## config.mk

```make
export PLATFORM = sky130hd
export DESIGN_NAME = id_ex_stage
export DESIGN_NICKNAME = d
export VERILOG_FILES = /design/src/rtl/id_ex_stage.sv
export SDC_FILE = /design/constraint.sdc
export NUM_CORES = 1
export LEC_CHECK = 0
export CAP_MARGIN = 5
export CORE_ASPECT_RATIO = 0.7
export CORE_MARGIN = 10
export CORE_UTILIZATION = 43
export CTS_CLUSTER_DIAMETER = 100
export DETAILED_ROUTE_END_ITERATION = 12
export PLACE_DENSITY = 0.91
export SETUP_SLACK_MARGIN = 0.5
export SYNTH_ARGS = -nofsm -noshare
export SYNTH_HDL_FRONTEND = slang
export SYNTH_SLANG_ARGS = --single-unit
```

## constraint.sdc

```tcl
create_clock -name clk_i -period 2.6 [get_ports clk_i]
set_clock_uncertainty 0.05 [all_clocks]
set_input_delay 0.78 -clock clk_i [delete_from_list [all_inputs] [get_ports clk_i]]
set_output_delay 0.78 -clock clk_i [all_outputs]
set_load 0.005 [all_outputs]
```

## src/rtl/id_ex_stage.sv

```systemverilog
// ID/EX pipeline register with load-use hazard detection and bubble insertion.
// Ports: clk_i, rst_n_i (sync, active low); ID-side controls/data (*_i);
//   hold_i freezes all state, flush_i squashes the ID instruction;
//   EX-side registered copies (*_o, imm_ext_o extended at capture);
//   stall_o comb load-use request, bubble_cnt_o saturating bubble count.
// Optional feature: define LOAD_USE_DETECT_EN to enable hazard detection.
module id_ex_stage (
  input  logic        clk_i,
  input  logic        rst_n_i,
  input  logic        valid_i,
  input  logic        RegDst_i,
  input  logic        ALUSrc_i,
  input  logic        MemtoReg_i,
  input  logic        RegWrite_i,
  input  logic        MemWrite_i,
  input  logic        Branch_i,
  input  logic        ExtOp_i,
  input  logic [1:0]  ALUOp_i,
  input  logic [31:0] rs_data_i,
  input  logic [31:0] rt_data_i,
  input  logic [15:0] imm_i,
  input  logic [4:0]  rs_i,
  input  logic [4:0]  rt_i,
  input  logic [4:0]  rd_i,
  input  logic [5:0]  funct_i,
  input  logic        hold_i,
  input  logic        flush_i,
  output logic        valid_o,
  output logic        RegDst_o,
  output logic        ALUSrc_o,
  output logic        MemtoReg_o,
  output logic        RegWrite_o,
  output logic        MemWrite_o,
  output logic [1:0]  ALUOp_o,
  output logic [31:0] rs_data_o,
  output logic [31:0] rt_data_o,
  output logic [31:0] imm_ext_o,
  output logic [4:0]  rs_o,
  output logic [4:0]  rt_o,
  output logic [4:0]  rd_o,
  output logic [5:0]  funct_o,
  output logic        stall_o,
  output logic [15:0] bubble_cnt_o
);

  logic hazard;
  logic [31:0] imm_ext;

  assign imm_ext = ExtOp_i ? {{16{imm_i[15]}}, imm_i}
                           : {16'b0, imm_i};

`ifdef LOAD_USE_DETECT_EN
  logic reads_rt;
  logic ex_load;

  // rt is a source only for R-type, stores and branches
  assign reads_rt = RegDst_i | MemWrite_i | Branch_i;
  assign ex_load  = valid_o & MemtoReg_o & RegWrite_o
                  & (rt_o != 5'd0);
  assign hazard   = rst_n_i & ex_load & valid_i
                  & ((rt_o == rs_i)
                  | (reads_rt & (rt_o == rt_i)));

  always_ff @(posedge clk_i) begin
    if (!rst_n_i) begin
      bubble_cnt_o <= 16'd0;
    end else if (!hold_i && !flush_i && hazard
                 && bubble_cnt_o != 16'hFFFF) begin
      bubble_cnt_o <= bubble_cnt_o + 16'd1;
    end
  end
`else
  logic unused_branch;

  assign unused_branch = Branch_i;
  assign hazard        = 1'b0;
  assign bubble_cnt_o  = 16'd0;
`endif

  assign stall_o = hazard;

  always_ff @(posedge clk_i) begin
    if (!rst_n_i) begin
      valid_o    <= 1'b0;
      RegDst_o   <= 1'b0;
      ALUSrc_o   <= 1'b0;
      MemtoReg_o <= 1'b0;
      RegWrite_o <= 1'b0;
      MemWrite_o <= 1'b0;
      ALUOp_o    <= 2'd0;
      rs_data_o  <= 32'd0;
      rt_data_o  <= 32'd0;
      imm_ext_o  <= 32'd0;
      rs_o       <= 5'd0;
      rt_o       <= 5'd0;
      rd_o       <= 5'd0;
      funct_o    <= 6'd0;
    end else if (!hold_i) begin
      if (flush_i || hazard) begin
        // squash or bubble: data fields left as don't-care
        valid_o    <= 1'b0;
        RegWrite_o <= 1'b0;
        MemWrite_o <= 1'b0;
      end else begin
        valid_o    <= valid_i;
        RegDst_o   <= RegDst_i;
        ALUSrc_o   <= ALUSrc_i;
        MemtoReg_o <= MemtoReg_i;
        RegWrite_o <= RegWrite_i & valid_i;
        MemWrite_o <= MemWrite_i & valid_i;
        ALUOp_o    <= ALUOp_i;
        rs_data_o  <= rs_data_i;
        rt_data_o  <= rt_data_i;
        imm_ext_o  <= imm_ext;
        rs_o       <= rs_i;
        rt_o       <= rt_i;
        rd_o       <= rd_i;
        funct_o    <= funct_i;
      end
    end
  end

endmodule

```

==> results.py <==
metrics = {
    "detailed_routing": {
        "drc": 0,
        "vias": 4543,
        "route.detailed.wl_per_inst_um": 17.5,
        "drt_iter0_drc": 158,
        "via_per_inst": 5.20,
        "routed_wirelength_um": 15300,
        "first_pass_iters": 4,
        "ant_nets": 0,
    },
    "timing": {
        "fin_crit_ns": 2.17,
        "finalSetupTns_ns": 0,
        "fmax_ghz": 0.461,
        "drv_slew": 0,
        "rsz0062_at_grt": "true",
        "max_slew.worst_pin.slew_ns": 0.713,
        "final_hold_viol_count": 0,
        "setup_viol": 0,
        "slew-limit-headroom": 0.525,
        "period_share": 0.834,
    },
    "placement": {
        "numPortBuffers": 238,
        "placed_cells": 856,
        "dp_hpwl_um": 11400,
        "routabilityCongestion": 0.751,
    },
    "worst_setup_path": {
        "crit_fanout": 9,
        "cp-start-kind": "flip-flop",
        "crit_arrival_ns": 1.34,
        "r2r_start": "imm_ext_o[30]",
        "critPathLaunch": "imm_ext_o[30]",
        "crit_required_ns": 1.77,
        "endpoint_kind": "output pin",
        "criticalPathCategory": "reg2out",
    },
    "power": {
        "p_int_mw": 2.82,
        "pwr-share-clk": 0.348,
        "irDropWorstVdd_v": 0.000335,
        "swShare": 0.237,
        "cellLeakagePower_nw": 2.59,
        "p_sw_mw": 0.874,
        "seqPwrFrac": 0.486,
        "combPwrFrac": 0.166,
        "p_per_area_nw_per_um2": 503,
    },
    "global_route": {
        "grt_max_degree": 89,
        "grt_pass1_vias": 4463,
        "overflow": 0,
        "grt_first_pass_wirelength_um": 23300,
        "grt_usage": 0.177,
        "antenna_found_initial": 0,
    },
    "clock_network": {
        "cts_buffer_depth": 2,
        "cts-root-buf": "clkbuf_16",
        "cts_tree": "done",
        "path_clk_slew_ns": 0.07,
        "htreeDepth": 3,
        "clk_latency_ns": 0.33,
        "postCtsHoldBufs": 0,
        "cts_buffers": 9,
        "clock-sinks": 110,
    },
    "synthesis": {
        "synth_cell_types": 13,
        "yosys_warnings": 0,
        "yosys_register_bits": 110,
        "ys_seq_area_frac": 0.454,
        "synth_common_cells": "a21oi_1 (110), dfxtp_1 (110), o21ai_0 (107), or3b_1 (107), clkbuf_1 (45)",
        "synth_area_per_cell_um2": 9.08,
        "async_reset_ff_frac": 0,
        "yosysTopAreaCell": "dfxtp_1",
        "synth_cells": 534,
        "synth_edf_count": 0,
        "synth.top_cell.area_share": 0.454,
        "synth_area_leaders": "dfxtp_1 (45%), or3b_1 (19%), a21oi_1 (11%)",
        "yosys_most_used_dff": "dfxtp_1",
        "netlist_area_um2": 4850,
    },
    "floorplanning": {
        "start_util": 0.440,
        "io_pins": 257,
        "die_w_um": 147,
        "num_rows": 32,
        "coreArea_um2": 11000,
        "die_area_um2": 16000,
        "die_h_um": 109,
    },
    "layout": {
        "fin_util": 0.667,
        "fillers": 885,
        "final_nets": 831,
        "insertedDiodeCount": 0,
        "drive_above_1_share": 0.0374,
        "syn2layout_area_growth_pct": 51.5,
        "finalNonFillerCells": 874,
    },
    "worst_hold_path": {
        "min_from": "MemWrite_o",
        "hold_class": "reg2reg",
    },
    "outcome": {
        "status": "completed",
    },
    "run": {
        "cap_violations": 0,
    },
}
[critical path: stages, from the launching register on]
cell	delay (ns)
dfxtp_4	0.36
buf_12	0.12
clkdlybuf4s50_1	0.52
[power by group through the flow]
stage / Combinational, mW / Sequential [mW] / Clock, mW
4_1_cts: 0.615 / 1.80 / 1.33
3_5_place_dp: 0.612 / 1.84 / 0
2_1_floorplan: 0.261 / 1.84 / 0
6_report: 0.615 / 1.79 / 1.28
3_3_place_gp: 0.594 / 1.83 / 0
5_1_grt: 0.669 / 1.80 / 1.39
[registers in the layout, summed over array words and instances (netlist names)]
signal / cells
MemWrite_o: 1
rs_o: 5
rd_o: 5
ALUOp_o: 2
valid_o: 1
RegWrite_o: 1
MemtoReg_o: 1
rt_o: 5
imm_ext_o: 17
funct_o: 6
RegDst_o: 1
ALUSrc_o: 1
rs_data_o: 32
rt_data_o: 32
[per-layer routing]
metal | up-vias | track usage | part of all wire
met5 | - | 0 | 0
met4 | 0 | 0.0557 | 0.022
met3 | 22 | 0.0728 | 0.084
met2 | 160 | 0.320 | 0.51
met1 | 2122 | 0.187 | 0.38
li1 | 2239 | - | -
[cell usage in the layout, fill, tap and decap left out, types with 2 or more instances in the layout]
cell,synthesis,final
clkinv_4,0,2
clkinvlp_4,0,2
nand4bb_1,3,3
o21ai_0,107,107
a21oi_1,110,110
clkdlybuf4s50_1,0,233
dlymetal6s2s_1,0,3
conb_1,1,17
clkbuf_16,0,9
nand2_1,3,3
clkbuf_1,45,2
buf_12,1,6
dfxtp_1,110,109
buf_4,33,4
or3b_1,107,107
[cell families (layout without fill, tap and decap cells)]
| group | Yosys count | after routing | synth area share |
|---|---|---|---|
| and+or+nand+nor | 113 | 113 | 0.203 |
| DFF | 110 | 110 | 0.454 |
| other | 1 | 17 | 0.000773 |
| buffers and inverters | 93 | 264 | 0.118 |
| AOI/OAI and AO/OA | 217 | 217 | 0.224 |
[stage by stage]
step           hold WS (ns)  cell area, um^2  power, mW  worst slack [ns]
2_1_floorplan         0.403             4910       2.10             0.837
3_3_place_gp          0.395             7020       2.42             0.560
3_5_place_dp          0.403             7020       2.45             0.437
4_1_cts               0.413             7310       3.74             0.413
5_1_grt               0.437             7340       3.86             0.385
6_report              0.409             7340       3.69             0.432
[repair_timing]
action                                  in CTS  in global routing
pin swaps                                    0                  0
buffers inserted                             0                  2
gates resized for setup                      2                  5
endpoints found under the setup margin      16                 17
[area by class of cell]
class                   count  area, um^2  share of cell area
multi-input cells         347        2130               0.290
repair buffers            247        2530               0.345
clock buffers              12         246              0.0336
well taps                 153         191              0.0261
clock inverters             4        32.5             0.00443
flip-flops and latches    110        2210               0.300
inverters                   1        5.00            0.000681
[worst paths after layout]
check	slack, ns	end	cells after the start
hold reg to reg	0.41	MemWrite_o	2
hold / removal	0.41	MemWrite_o	2
setup / recovery	0.43	imm_ext_o[16]	2
setup reg to reg	1.78	imm_ext_o[30]	3
Note: power is estimated with default switching activity, not from simulation.
